<file path="config.mk">
export PLATFORM = sky130hd
export DESIGN_NAME = mult_div_32
export DESIGN_NICKNAME = d
export VERILOG_FILES = /design/src/rtl/mult_div_32_pkg.sv /design/src/rtl/md_step_32.sv /design/src/rtl/mult_div_32.sv
export SDC_FILE = /design/constraint.sdc
export NUM_CORES = 1
export LEC_CHECK = 0
export ABC_CLOCK_PERIOD_IN_PS = 10400
export BUFFER_PORTS_ARGS = -buffer_cell sky130_fd_sc_hd__buf_4
export CAP_MARGIN = 25
export CELL_PAD_IN_SITES_DETAIL_PLACEMENT = 2
export CELL_PAD_IN_SITES_GLOBAL_PLACEMENT = 2
export CORE_AREA = 2 2 227 229
export CTS_CLUSTER_SIZE = 8
export DETAILED_ROUTE_END_ITERATION = 6
export DIE_AREA = 0 0 229 231
export HOLD_SLACK_MARGIN = 0.03
export PLACE_DENSITY = 0.71
export SKIP_LAST_GASP = 1
export SYNTH_ARGS = -nofsm -noshare
export SYNTH_HDL_FRONTEND = slang
export SYNTH_SLANG_ARGS = --single-unit
</file>
<file path="constraint.sdc">
create_clock -name clk_i -period 10.4 [get_ports clk_i]
set_input_delay 0.52 -clock clk_i [delete_from_list [all_inputs] [get_ports clk_i]]
set_output_delay 0.52 -clock clk_i [all_outputs]
set_load 0.02 [all_outputs]
</file>
<file path="src/rtl/mult_div_32_pkg.sv">
// Shared definitions for the iterative multiply/divide unit: op and state codes,
// iteration count, and the per-operation context latched at launch.
package mult_div_32_pkg;

  localparam int MD_WIDTH = 32;
  localparam int MD_ITERS = 32;

  localparam logic [1:0] OP_MULT  = 2'b00;
  localparam logic [1:0] OP_MULTU = 2'b01;
  localparam logic [1:0] OP_DIV   = 2'b10;
  localparam logic [1:0] OP_DIVU  = 2'b11;

  localparam logic [1:0] S_IDLE = 2'd0;
  localparam logic [1:0] S_RUN  = 2'd1;
  localparam logic [1:0] S_FIX  = 2'd2;
  localparam logic [1:0] S_DONE = 2'd3;

  // neg_res: negate product/quotient; neg_rem: remainder takes the dividend sign
  typedef struct packed {
    logic is_div;
    logic neg_res;
    logic neg_rem;
  } md_ctx_t;

  function automatic logic op_is_signed(input logic [1:0] op);
    return ~op[0];
  endfunction

  function automatic logic op_is_div(input logic [1:0] op);
    return op[1];
  endfunction

endpackage

</file>
<file path="src/rtl/md_step_32.sv">
// One combinational iteration: shift-add multiply step or restoring
// shift-subtract divide step on the {hi,lo} working register.
module md_step_32
  import mult_div_32_pkg::*;
#(
  parameter int WIDTH = MD_WIDTH
) (
  input  logic             div_i,
  input  logic [WIDTH-1:0] opnd_i,
  input  logic [WIDTH-1:0] hi_i,
  input  logic [WIDTH-1:0] lo_i,
  output logic [WIDTH-1:0] hi_o,
  output logic [WIDTH-1:0] lo_o
);

  // Two guard bits: carry for multiply, sign of (2r - d) for divide
  logic [WIDTH+1:0] add_x, add_y, add_s;
  logic             add_ci;
  logic             sub_ok;

  always_comb begin
    if (div_i) begin
      add_x  = {1'b0, hi_i, lo_i[WIDTH-1]};
      add_y  = ~{2'b00, opnd_i};
      add_ci = 1'b1;
    end else begin
      add_x  = {2'b00, hi_i};
      add_y  = lo_i[0] ? {2'b00, opnd_i} : '0;
      add_ci = 1'b0;
    end
  end

  assign add_s  = add_x + add_y + {{(WIDTH+1){1'b0}}, add_ci};
  assign sub_ok = ~add_s[WIDTH+1];

  always_comb begin
    if (div_i) begin
      hi_o = sub_ok ? add_s[WIDTH-1:0] : {hi_i[WIDTH-2:0], lo_i[WIDTH-1]};
      lo_o = {lo_i[WIDTH-2:0], sub_ok};
    end else begin
      hi_o = add_s[WIDTH:1];
      lo_o = {add_s[0], lo_i[WIDTH-1:1]};
    end
  end

endmodule

</file>
<file path="src/rtl/mult_div_32.sv">
// Iterative MULT/MULTU/DIV/DIVU unit with HI/LO result registers.
// Operates on magnitudes for ITERS cycles, then applies sign correction in FIX.
module mult_div_32
  import mult_div_32_pkg::*;
#(
  parameter int WIDTH = MD_WIDTH,
  parameter int ITERS = MD_ITERS
) (
  input  logic             clk_i,
  input  logic             rst_n_i,
  input  logic             start_i,
  input  logic [1:0]       op_i,
  input  logic [WIDTH-1:0] a_i,
  input  logic [WIDTH-1:0] b_i,
  input  logic             hi_we_i,
  input  logic             lo_we_i,
  input  logic [WIDTH-1:0] wdata_i,
  input  logic             rd_hi_i,
  output logic [WIDTH-1:0] result_o,
  output logic             busy_o,
  output logic             done_o,
  output logic             div0_o
);

  localparam int CW = $clog2(ITERS);

  logic [1:0]       state_q, state_d;
  md_ctx_t          ctx_q, ctx_d;
  logic [CW-1:0]    cnt_q, cnt_d;
  logic [WIDTH-1:0] opnd_q, opnd_d;
  logic [WIDTH-1:0] acc_hi_q, acc_hi_d, acc_lo_q, acc_lo_d;
  logic [WIDTH-1:0] hi_q, hi_d, lo_q, lo_d;
  logic             div0_q, div0_d;

  logic             sgn;
  logic [WIDTH-1:0] abs_a, abs_b;
  logic [WIDTH-1:0] step_hi, step_lo;
  logic [2*WIDTH-1:0] prod_fix;
  logic [WIDTH-1:0] quo_fix, rem_fix;

  // -2^(WIDTH-1) negates to itself, which is the correct unsigned magnitude
  assign sgn   = op_is_signed(op_i);
  assign abs_a = (sgn && a_i[WIDTH-1]) ? -a_i : a_i;
  assign abs_b = (sgn && b_i[WIDTH-1]) ? -b_i : b_i;

  md_step_32 #(.WIDTH(WIDTH)) u_step (
    .div_i  (ctx_q.is_div),
    .opnd_i (opnd_q),
    .hi_i   (acc_hi_q),
    .lo_i   (acc_lo_q),
    .hi_o   (step_hi),
    .lo_o   (step_lo)
  );

  // Divide by zero leaves |a| in the remainder, so rem_fix restores a itself
  assign prod_fix = ctx_q.neg_res ? -{acc_hi_q, acc_lo_q} : {acc_hi_q, acc_lo_q};
  assign quo_fix  = div0_q ? '1 : (ctx_q.neg_res ? -acc_lo_q : acc_lo_q);
  assign rem_fix  = ctx_q.neg_rem ? -acc_hi_q : acc_hi_q;

  always_comb begin
    state_d  = state_q;
    ctx_d    = ctx_q;
    cnt_d    = cnt_q;
    opnd_d   = opnd_q;
    acc_hi_d = acc_hi_q;
    acc_lo_d = acc_lo_q;
    div0_d   = div0_q;
    case (state_q)
      S_IDLE: begin
        if (start_i) begin
          state_d       = S_RUN;
          cnt_d         = '0;
          ctx_d.is_div  = op_is_div(op_i);
          ctx_d.neg_res = sgn & (a_i[WIDTH-1] ^ b_i[WIDTH-1]);
          ctx_d.neg_rem = sgn & a_i[WIDTH-1];
          div0_d        = op_is_div(op_i) & (b_i == '0);
          acc_hi_d      = '0;
          opnd_d        = op_is_div(op_i) ? abs_b : abs_a;
          acc_lo_d      = op_is_div(op_i) ? abs_a : abs_b;
        end
      end
      S_RUN: begin
        acc_hi_d = step_hi;
        acc_lo_d = step_lo;
        cnt_d    = cnt_q + 1'b1;
        if (cnt_q == CW'(ITERS-1)) state_d = S_FIX;
      end
      S_FIX:   state_d = S_DONE;
      default: state_d = S_IDLE;
    endcase
  end

  always_comb begin
    hi_d = hi_q;
    lo_d = lo_q;
    if (state_q == S_FIX) begin
      if (ctx_q.is_div) begin
        hi_d = rem_fix;
        lo_d = quo_fix;
      end else begin
        {hi_d, lo_d} = prod_fix;
      end
    end else if (!busy_o) begin
      if (hi_we_i) hi_d = wdata_i;
      if (lo_we_i) lo_d = wdata_i;
    end
  end

  always_ff @(posedge clk_i or negedge rst_n_i) begin
    if (!rst_n_i) begin
      state_q  <= S_IDLE;
      ctx_q    <= '0;
      cnt_q    <= '0;
      opnd_q   <= '0;
      acc_hi_q <= '0;
      acc_lo_q <= '0;
      hi_q     <= '0;
      lo_q     <= '0;
      div0_q   <= 1'b0;
    end else begin
      state_q  <= state_d;
      ctx_q    <= ctx_d;
      cnt_q    <= cnt_d;
      opnd_q   <= opnd_d;
      acc_hi_q <= acc_hi_d;
      acc_lo_q <= acc_lo_d;
      hi_q     <= hi_d;
      lo_q     <= lo_d;
      div0_q   <= div0_d;
    end
  end

  assign busy_o   = (state_q == S_RUN) || (state_q == S_FIX);
  assign done_o   = (state_q == S_DONE);
  assign div0_o   = div0_q;
  assign result_o = rd_hi_i ? hi_q : lo_q;

endmodule

</file>
==> results.tsv, run 1 <==
stage	metric	value	unit
synthesis	synth_top_area_cell	dfrtp_1	
synthesis	ys.flop_type	dfrtp_1	
drt	drtPass1Iterations	5	
clocking	cts_buffer_depth	2	
synthesis	synth-compound-area-share	0.259	
critical_path	r2r_start	ctx_q[2]	
synthesis	synth_edf_count	0	
critical_path	worst_setup_path_end_kind	flop	
synthesis	yosysSeqAreaShare	0.295	
power_and_ir_drop	p_per_area	334	nW/um2
sta	fmax	0.203	GHz
placement	dp_cells	2535	
critical_path	required	10.77	ns
power_and_ir_drop	p_leak	0.00691	uW
drt	ant_nets	0	
sta	finalCritPeriodShare	0.474	
clocking	cts-root-buf	clkbuf_16	
critical_path	critical-path-slowest-cell	a221oi_1	
drt	dr.first_iter.drc_count	976	
drt	drc	0	
drt	wl	60.5	mm
clocking	clkLatencyLatePin	0.50	ns
synthesis	synthXorXnorAreaFrac	0.0887	
placement	gp_congestion	0.888	
synthesis	synth.distinct_cells	80	
die	core	50700	um2
sta	holdWs	0.249	ns
global_routing	grt_overflow_total	0	
drt	viasPerCell	5.63	
synthesis	syn_area	14500	um2
sta	hold_viol_final	0	
sta	relSlewSlack	0.370	
synthesis	synth_area_per_cell	7.93	um2
critical_path	cpPeakStageDelay	0.74	ns
synthesis	synth_simple_gate_area_frac	0.189	
die	die_area	52900	um2
sta	tightest_slew	0.943	ns
hold_path	whs_path_depth	2	
global_routing	grt_max_degree	81	
synthesis	synth_top_family_by_area	compound AO/OA/AOI/OAI gates	
placement	post-place-ws	5.53	ns
global_routing	grtUsageTotal	0.230	
clocking	cts_tree	built	
die	start_util	0.286	
die	core.rowCount	83	
final_layout	layout.nets	2024	
sta	setup_ws	5.47	ns
synthesis	yosys.area_share.adder	0.0398	
sta	fin_crit	4.93	ns
synthesis	synthArstFlopShare	1.00	
drt	via_count	14500	
outcome	status	finished, final reports clean	
critical_path	reg2regPathDepth	17	
synthesis	yosys_warnings	0	
global_routing	grt_pass1_wl	93.9	mm
critical_path	r2r_setup_slack	5.47	ns
flow_run	cap_violations	0	
placement	io_buffers	138	
critical_path	path_max_fanout	35	
die	die_y	231	um
sta	final-max-slew-violation-count	0	
global_routing	antenna_found_initial	1	
placement	dp_hpwl	46.9	mm
synthesis	yosys_register_bits	171	
sta	skew	0.0212	ns
sta	setup-violations-final	0	
die	dieWidth	229	um
hold_path	worstHoldStart	op_i[0]	
global_routing	grt_pass1_vias	15400	
final_layout	area_growth	14.9	%
drt	wire_per_inst	23.6	um
synthesis	synth_nets	1978	
clocking	htree_num_levels	4	
critical_path	critical_path.cell_chain	buf_4, nor2_2, buf_4, nand2_1, o21ai_0, inv_1, fa_1, inv_1, fa_1, a21o_1, a221oi_1, nor3b_1, nor4_1, nor3_1, a221o_1, xnor2_1, a22oi_1	
synthesis	synth_top_area_frac	0.295	
clocking	cts_buffers	17	
critical_path	r2r_end	acc_hi_q[27]	
die	ioPinCount	139	
synthesis	synthMuxAreaShare	0.0839	
hold_path	hp-class	input port to flop	
critical_path	cp.arrival	5.30	ns
synthesis	ys_top_cells_by_count	232 x nand2_1, 171 x dfrtp_1, 167 x o21ai_0	
final_layout	drive_gt1_frac	0.170	
clocking	cts_sinks	171	
critical_path	crit_type	flop to flop	
clocking	cts.reportedPaths.clkPinSlew	0.08	ns
final_layout	final_cells	2567	
sta	tns	0	ns
final_layout	num_antenna_cells	0	
sta	rsz0062_at_grt	false	
synthesis	synth.area.top_cells	dfrtp_1 29%, mux2_2 6.6%, nand2_1 6.0%, o21ai_0 5.8%, a21oi_1 4.7%	
hold_path	hold_path_end	ctx_q[1]	
synthesis	synth_most_common_cell	nand2_1	
synthesis	synthCells	1829	
power_and_ir_drop	ir_drop	0.144	mV
critical_path	startpoint_type	flop	
==> placed cells by master (no fill, tap or decap), types with 7 or more instances in the layout <==
cell | netlist | routed
nand2b_1 | 12 | 12
xnor2_1 | 77 | 77
o41ai_1 | 13 | 13
clkbuf_16 | 0 | 17
nor2b_1 | 8 | 8
or2_2 | 9 | 9
o211ai_1 | 11 | 11
a21o_1 | 26 | 26
o21a_1 | 10 | 10
nand2_1 | 232 | 231
inv_1 | 30 | 30
mux2i_1 | 26 | 26
o221ai_1 | 29 | 29
o31ai_1 | 21 | 21
a21oi_1 | 135 | 134
buf_4 | 0 | 166
ha_1 | 43 | 41
a221oi_1 | 7 | 7
o21ai_1 | 51 | 51
nor4_1 | 16 | 16
o21bai_1 | 9 | 8
dfrtp_1 | 171 | 170
nand3_1 | 20 | 20
nor3b_1 | 14 | 14
nor2_1 | 150 | 147
o22ai_1 | 38 | 38
and3_1 | 8 | 8
nor3_1 | 30 | 30
a31oi_1 | 14 | 14
o21ai_0 | 167 | 166
xor2_1 | 70 | 70
or3_1 | 15 | 15
mux2_2 | 85 | 85
and2_1 | 8 | 8
or4_1 | 11 | 11
nand4_1 | 15 | 15
a211oi_1 | 27 | 27
==> kinds of logic (layout without fill, tap and decap cells) <==
group	Yosys count	after routing
compound gates	606	606
xor+xnor	147	147
fa+ha+maj	45	45
buf+inv	173	231
flops	171	171
mux	111	111
simple gates	576	576
==> metal layers <==
metal,GRT usage,vias up,wire (um)
li1,-,6754,-
met1,0.313,7341,28600
met2,0.376,302,28300
met3,0.0322,58,2290
met4,0.0700,0,1310
met5,0,-,0
==> cell type report <==
cell class | instances | area [um2]
Fill cell | 5954 | 34000
Multi-Input combinational cell | 1485 | 9630
Sequential cell | 171 | 4280
Timing Repair Buffer | 168 | 1270
Tap cell | 680 | 851
Clock buffer | 20 | 447
Inverter | 32 | 120
Clock inverter | 11 | 87.6
==> critical path: cells and delay by family, from the launching register on <==
kind                       cells  cell delay (ns)
AOI/OAI and AO/OA              5             1.57
buffers and inverters          4             0.89
and+or+nand+nor                5             0.80
DFF                            1             0.65
adders and majority gates      2             0.60
xor gates and xnor gates       1             0.24
==> registers in the layout (all words and copies together) (netlist names) <==
signal and cells:
div0_o 1, ctx_q 3, hi_q 32, opnd_q 32, acc_lo_q 32, acc_hi_q 32, cnt_q 5, lo_q 32
state_q 2
==> through the flow <==
step                total power, uW  cell area (um2)  utilization
finish                         5570            16700        0.329
global route                   6010            16700        0.329
CTS                            5600            16700        0.329
detailed placement             4930            16100        0.318
global placement               4800            16100        0.318
floorplan                      3630            14500            -
==> what timing repair did <==
action / 4_1_cts / 5_1_grt
gates resized for setup: 0 / 0
buffers inserted: 0 / 0
endpoints found under the hold margin: 53 / 0
endpoints found under the setup margin: 0 / 0
hold buffers: 1 / 0
==> worst max-delay path by stage <==
stage	from	end	slack, ns
3_5_place_dp	ctx_q[2]	acc_hi_q[27]	5.53
6_report	ctx_q[2]	acc_hi_q[27]	5.47
2_1_floorplan	ctx_q[2]	acc_hi_q[31]	6.05
4_1_cts	ctx_q[2]	acc_hi_q[27]	5.51
5_1_grt	ctx_q[2]	acc_hi_q[27]	5.12
3_3_place_gp	ctx_q[2]	acc_hi_q[27]	5.64
==> power breakdown <==
part           leakage (uW)  internal (uW)  switching [uW]
clock network      0.000255            313             326
logic               0.00453           1300            2220
registers           0.00212            967             446
total               0.00691           2580            2990
Power figures use the tool's default switching activity.
==> run 2: changes to the inputs <==
--- a/config.mk
+++ b/config.mk
@@ -5,7 +5,7 @@
 export SDC_FILE = /design/constraint.sdc
 export NUM_CORES = 1
 export LEC_CHECK = 0
-export ABC_CLOCK_PERIOD_IN_PS = 10400
+export ABC_CLOCK_PERIOD_IN_PS = 4200
 export BUFFER_PORTS_ARGS = -buffer_cell sky130_fd_sc_hd__buf_4
 export CAP_MARGIN = 25
 export CELL_PAD_IN_SITES_DETAIL_PLACEMENT = 2
@@ -15,7 +15,7 @@
 export DETAILED_ROUTE_END_ITERATION = 6
 export DIE_AREA = 0 0 229 231
 export HOLD_SLACK_MARGIN = 0.03
-export PLACE_DENSITY = 0.71
+export PLACE_DENSITY = 0.74
 export SKIP_LAST_GASP = 1
 export SYNTH_ARGS = -nofsm -noshare
 export SYNTH_HDL_FRONTEND = slang
==> constraint.sdc (replaced) <==
create_clock -name clk_i -period 4.2 [get_ports clk_i]
set_input_delay 0.21 -clock clk_i [delete_from_list [all_inputs] [get_ports clk_i]]
set_output_delay 0.21 -clock clk_i [all_outputs]
set_load 0.02 [all_outputs]
==> run 2 against run 1 <==
Against the previous run:
- fmax rose by 22%
- first-iteration DRC count fell by 1.7%
- critical path depth fell by 4
- largest cell class unchanged
- hold slack lost 0.19 ns
- setup slack worse by 5.3 ns
- clock-buffer cell count down 2
- die area is the same
- wire length up 2.4%
- clock power grew to 2.7 times the previous value
- total power grew to 2.6 times the previous value
- clock skew down 0.0040 ns
==> results.tsv, run 2 (synthesis gave the netlist of run 1 again) <==
stage	metric	value	unit	change
drt	wire_per_inst	23.9	um	+1.2%
global_routing	use_met3	0.0235		-0.00877
drt	wl	61.9	mm	+2.4%
sta	setup-violations-final	0		unchanged
sta	relSlewSlack	0.360		-0.00939
sta	hold_viol_final	0		unchanged
power_and_ir_drop	p_per_area	833	nW/um2	+150%
drt	dr.first_iter.drc_count	959		-1.7%
critical_path	r2r_end	acc_hi_q[28]		
drt	drc	0		unchanged
clocking	clkLatencyLatePin	0.48	ns	-0.02 ns
placement	dp_hpwl	48.2	mm	+2.8%
final_layout	layout.nets	2055		+1.5%
global_routing	grtUsageMet2	0.390		+0.0134
critical_path	startpoint_type	flop		
sta	tns	0	ns	unchanged
clocking	cts_tree	built		
critical_path	path_max_fanout	32		-8.6%
die	ioPinCount	139		unchanged
die	dieWidth	229	um	unchanged
sta	fin_crit	4.03	ns	-0.899 ns
hold_path	hp-class	input port to flop		
power_and_ir_drop	p_leak	0.00710	uW	+2.8%
global_routing	grt_busiest_layer	met2		
hold_path	whs_path_depth	3		+1
final_layout	fin_area	17100	um2	+2.3%
critical_path	r2r_start	ctx_q[2]		
final_layout	final_common_cell	nand2_1		
clocking	cts_sinks	171		unchanged
final_layout	area_growth	17.6	%	
placement	postPlaceCellArea	16300	um2	+1.1%
drt	ant_nets	0		unchanged
outcome	status	finished, final reports clean		
clocking	cts.reportedPaths.clkPinSlew	0.07	ns	about the same
die	core.rowCount	83		unchanged
power_and_ir_drop	power.total	14200	uW	+160%
placement	post-place-ws	0.119	ns	-5.41 ns
critical_path	crit_type	flop to flop		
global_routing	grt_overflow_total	0		unchanged
sta	skew	0.0172	ns	-0.00399 ns
critical_path	crit_path_end	acc_hi_q[28]		
critical_path	required	4.55	ns	-6.22 ns
critical_path	r2r_setup_slack	0.17	ns	-5.30 ns
final_layout	drive_gt1_frac	0.179		+0.00881
global_routing	grt_pass1_vias	15500		+0.64%
clocking	post_cts_buffers	0		unchanged
drt	via_count	14600		+1.3%
sta	fmax	0.248	GHz	+22%
clocking	cts-root-buf	clkbuf_16		
sta	finalCritPeriodShare	0.960		+0.486
global_routing	grtUsageTotal	0.232		+0.00185
die	die_y	231	um	unchanged
die	core	50700	um2	unchanged
critical_path	worst_setup_path_end_kind	flop		
die	start_util	0.286		unchanged
global_routing	grt_max_degree	81		unchanged
critical_path	reg2regPathDepth	13		-4
die	die_area	52900	um2	unchanged
final_layout	num_antenna_cells	0		unchanged
drt	drtPass1Iterations	5		unchanged
placement	io_buffers	138		unchanged
sta	tightest_slew	0.957	ns	+0.0140 ns
critical_path	crit_start	ctx_q[2]		
placement	gp_congestion	0.882		-0.66%
clocking	cts_buffer_depth	2		unchanged
global_routing	grt_pass1_wl	94.9	mm	+1.0%
power_and_ir_drop	ir_drop	0.369	mV	+160%
flow_run	cap_violations	0		unchanged
clocking	cts_buffers	17		unchanged
drt	viasPerCell	5.64		+0.14%
clocking	htree_num_levels	4		unchanged
sta	setup_ws	0.170	ns	-5.30 ns
critical_path	cp.arrival	4.38	ns	-0.92 ns
sta	final-max-slew-violation-count	0		unchanged
sta	rsz0062_at_grt	true		
global_routing	grt_use_met1	0.319		+0.00620
final_layout	final_cell_mix	231 x nand2_1, 181 x buf_4, 170 x dfrtp_1		
global_routing	antenna_found_initial	0		-1
run 2: power by group:
group / internal, uW / leakage, uW / total, uW / switching [uW]
clock: 952 / 0.000287 / 1710 / 761
combinational: 3360 / 0.00469 / 9090 / 5740
sequential: 2400 / 0.00212 / 3410 / 1020
run 2: worst min path at each step:
stage	startpoint	to	slack, ns
after CTS	a_i[31]	ctx_q[1]	0.03
after floorplan	rst_n_i	acc_hi_q[0]	-0.09
after global placement	rst_n_i	lo_q[22]	0.30
after global routing	wdata_i[15]	lo_q[15]	0.05
after detailed placement	rst_n_i	lo_q[22]	0.31
final	a_i[31]	ctx_q[1]	0.05
run 2: what timing repair did:
| item | 4_1_cts | 5_1_grt |
|---|---|---|
| hold buffers | 13 | 0 |
| endpoints found under the hold margin | 85 | 0 |
| setup endpoints to repair | 0 | 28 |
| resized for setup | 0 | 6 |
run 2: final cells by class:
cell class                      instances  area (um2)
Fill cell                            5908       33600
Multi-Input combinational cell       1485        9630
Sequential cell                       171        4280
Timing Repair Buffer                  199        1580
Tap cell                              680         851
Clock buffer                           18         439
Clock inverter                         12         164
Inverter                               32         120
run 2: worst max-delay path, cell delays in order, from the launching register on:
cell and delay (ns):
dfrtp_4 0.60, inv_1 0.24, buf_6 0.28, o21ai_0 0.21, fa_1 0.46, a21o_1 0.22
a221oi_1 0.29, buf_4 0.21, nor3b_1 0.07, nor4_1 0.42, nor3_1 0.16, a221o_1 0.41
xnor2_1 0.22, a21oi_1 0.11
run 2: through the flow:
stage	util	hold slack [ns]	instances
2_1_floorplan	-	-0.0856	1829
3_3_place_gp	0.322	0.304	2553
3_5_place_dp	0.322	0.306	2554
4_1_cts	0.336	0.0341	2597
5_1_grt	0.337	0.0549	2597
6_report	0.337	0.0540	2597
run 2: routing by layer:
metal | vias to the layer above | routed length (um)
li1 | 6799 | -
met4 | 0 | 914
met2 | 273 | 29300
met5 | - | 0
met3 | 45 | 1810
met1 | 7527 | 29900
==> run 3: changes to the inputs <==
--- a/config.mk
+++ b/config.mk
@@ -10,12 +10,12 @@
 export CAP_MARGIN = 25
 export CELL_PAD_IN_SITES_DETAIL_PLACEMENT = 2
 export CELL_PAD_IN_SITES_GLOBAL_PLACEMENT = 2
-export CORE_AREA = 2 2 227 229
+export CORE_AREA = 2 2 213 215
 export CTS_CLUSTER_SIZE = 8
 export DETAILED_ROUTE_END_ITERATION = 6
-export DIE_AREA = 0 0 229 231
+export DIE_AREA = 0 0 215 217
 export HOLD_SLACK_MARGIN = 0.03
-export PLACE_DENSITY = 0.74
+export PLACE_DENSITY = 0.82
 export SKIP_LAST_GASP = 1
 export SYNTH_ARGS = -nofsm -noshare
 export SYNTH_HDL_FRONTEND = slang
==> run 3 against run 2 <==
Against the previous run:
- sequential share of layout area is 0.14 points higher
- total power is 1.6% higher
- wire length is 0.60% higher
- die area is 12% lower
- utilization is 4.3 points higher
- design area is 0.57% lower
- hold slack worse by 0.017 ns
- flip-flop and latch count stayed put
- critical endpoint is now acc_hi_q[30]
==> results.tsv, run 3 (synthesis gave the netlist of run 1 again) <==
stage	metric	value	unit	change
critical_path	critPathBufInv	1		-2
global_routing	grt_pass1_wl	96.1	mm	+1.2%
drt	dr.first_iter.drc_count	948		-1.1%
power_and_ir_drop	clkPwrFrac	0.112		-0.008
sta	final-max-slew-violation-count	0		unchanged
global_routing	antenna_found_initial	0		unchanged
clocking	cts_buffers	17		unchanged
global_routing	grt_overflow_total	0		unchanged
drt	ant_nets	0		unchanged
placement	dp_hpwl	48.4	mm	+0.35%
sta	setup-violations-final	0		unchanged
critical_path	cp.arrival	4.38	ns	about the same
sta	hold_viol_final	0		unchanged
hold_path	hp-class	input port to flop		
drt	viasPerCell	5.86		+3.9%
critical_path	critical-path-slowest-cell	buf_4		
critical_path	path_delay_family	compound AO/OA/AOI/OAI gates		
die	start_util	0.325		+0.0383
clocking	cts.repair.resized	0		unchanged
sta	fmax	0.248	GHz	about the same
drt	wl	62.3	mm	+0.60%
sta	tns	0	ns	unchanged
critical_path	crit_type	flop to flop		
power_and_ir_drop	comb_power_share	0.653		+0.013
drt	via_count	14800		+1.2%
sta	relSlewSlack	0.283		-0.0775
power_and_ir_drop	p_leak	0.00714	uW	+0.56%
final_layout	fillers	5222		-12%
critical_path	worst_setup_path_end_kind	flop		
placement	io_buffers	138		unchanged
clocking	cts_sinks	171		unchanged
power_and_ir_drop	ir_drop	0.437	mV	+18%
sta	rsz0062_at_grt	false		
critical_path	cpPeakStageDelay	0.60	ns	about the same
final_layout	final_util	0.380		+0.0429
clocking	cts_buffer_depth	2		unchanged
sta	finalCritPeriodShare	0.959		about the same
power_and_ir_drop	p_per_area	851	nW/um2	+2.1%
final_layout	area_growth	16.9	%	
clocking	cts.reportedPaths.clkPinSlew	0.07	ns	about the same
sta	skew	0.0116	ns	-0.00561 ns
final_layout	final_cell_mix	231 x nand2_1, 201 x buf_4, 170 x dfrtp_1		
outcome	status	finished, final reports clean		
clocking	clkLatencyLatePin	0.47	ns	about the same
sta	tightest_slew	1.07	ns	+0.117 ns
die	die_area	46700	um2	-12%
global_routing	grtUsageTotal	0.264		+0.0328
global_routing	grt_max_degree	92		+14%
clocking	cts_tree	built		
die	core.rowCount	78		-6.0%
die	dieWidth	215	um	-6.1%
final_layout	final_common_cell	nand2_1		
critical_path	startpoint_type	flop		
clocking	post_cts_buffers	0		unchanged
critical_path	critical_path.cell_chain	buf_4, mux2_2, ha_1, a211oi_1, nor3_1, o32ai_1, nand3_1, o21ai_0, xnor2_1, o22ai_1, o31ai_1		
clocking	cts-root-buf	clkbuf_16		
power_and_ir_drop	pwr-share-seq	0.235		-0.005
sta	fin_crit	4.03	ns	-0.00348 ns
final_layout	layout.nets	2066		+0.54%
die	ioPinCount	139		unchanged
power_and_ir_drop	internal_power	6750	uW	+0.75%
placement	gp_congestion	0.943		+7.0%
power_and_ir_drop	netSwitchingPower	7680	uW	+2.3%
flow_run	cap_violations	0		unchanged
power_and_ir_drop	netSwitchingFraction	0.532		+0.00374
clocking	htree_num_levels	4		unchanged
final_layout	num_antenna_cells	0		unchanged
critical_path	path_max_fanout	50		+56%
final_layout	drive_gt1_frac	0.186		+0.00708
sta	holdWs	0.0371	ns	-0.0169 ns
clocking	hold_buffers	5		-8
die	die_y	217	um	-6.1%
drt	drtPass1Iterations	5		unchanged
critical_path	required	4.55	ns	about the same
global_routing	grt_pass1_vias	15800		+2.1%
die	core	44700	um2	-12%
drt	drc	0		unchanged
drt	wire_per_inst	24.6	um	+3.3%
-- run 3: cell count changes in the layout (fill, tap and decap cells not counted), sizes merged --
cell         delta
clkinvlp        -1
buf            +19
dlygate4sd3     -8
clkbuf          +3
inv             +2
bufinv          -2
-- run 3: metal layers --
layer,routed length (um),up-vias,track usage
met5,0,-,0
met4,1820,0,0.0890
met3,1900,77,0.0259
met2,29600,303,0.446
met1,29000,7599,0.356
li1,-,6840,-
-- run 3: cell type report --
type                    instances  area (um2)  area share
multi-input cells            1485        9630       0.567
flip-flops and latches        171        4280       0.252
repair buffers                210        1630      0.0961
well taps                     600         751      0.0442
clock buffers                  21         450      0.0265
inverters                      32         120     0.00708
clock inverters                11         110     0.00649
-- run 3: power by group through the flow --
stage	registers (uW)	logic [uW]	clock network [uW]
after CTS	3370	9360	1640
after global placement	3320	8850	0
after floorplan	2820	6160	0
after detailed placement	3390	9230	0
after global routing	3480	10200	1700
final	3390	9430	1620
-- run 3: path summary, 6_finish.rpt --
| path | from | endpoint | slack [ns] | depth (start not counted) |
|---|---|---|---|---|
| setup reg to reg | ctx_q[2] | acc_hi_q[30] | 0.17 | 11 |
| hold reg to reg | hi_q[17] | hi_q[17] | 0.48 | 1 |
| hold / removal | wdata_i[22] | lo_q[22] | 0.04 | 3 |
| setup / recovery | ctx_q[2] | acc_hi_q[30] | 0.17 | 11 |
| max in group asynchronous | rst_n_i | opnd_q[7] | 2.83 | 3 |
| min in group asynchronous | rst_n_i | hi_q[24] | 0.39 | 2 |
-- run 3: per-stage QoR --
stage                     worst slack (ns)  cells  cell area [um2]  power [uW]
final                                0.173   2530            17000       14400
after global routing                0.0555   2530            17000       15400
after CTS                            0.196   2530            17000       14400
after detailed placement             0.205   2493            16400       12600
after global placement               0.423   2493            16400       12200
after floorplan                     0.0815   1829            14500        8980
-- run 3: worst register-to-register path: cells and delay by family, from the launching register on --
kind,cells,cell delay [ns]
compound gates,5,1.52
xor+xnor,1,0.22
fa+ha+maj,1,0.41
buf+inv,1,0.60
flops,1,0.46
mux,1,0.47
simple gates,2,0.23
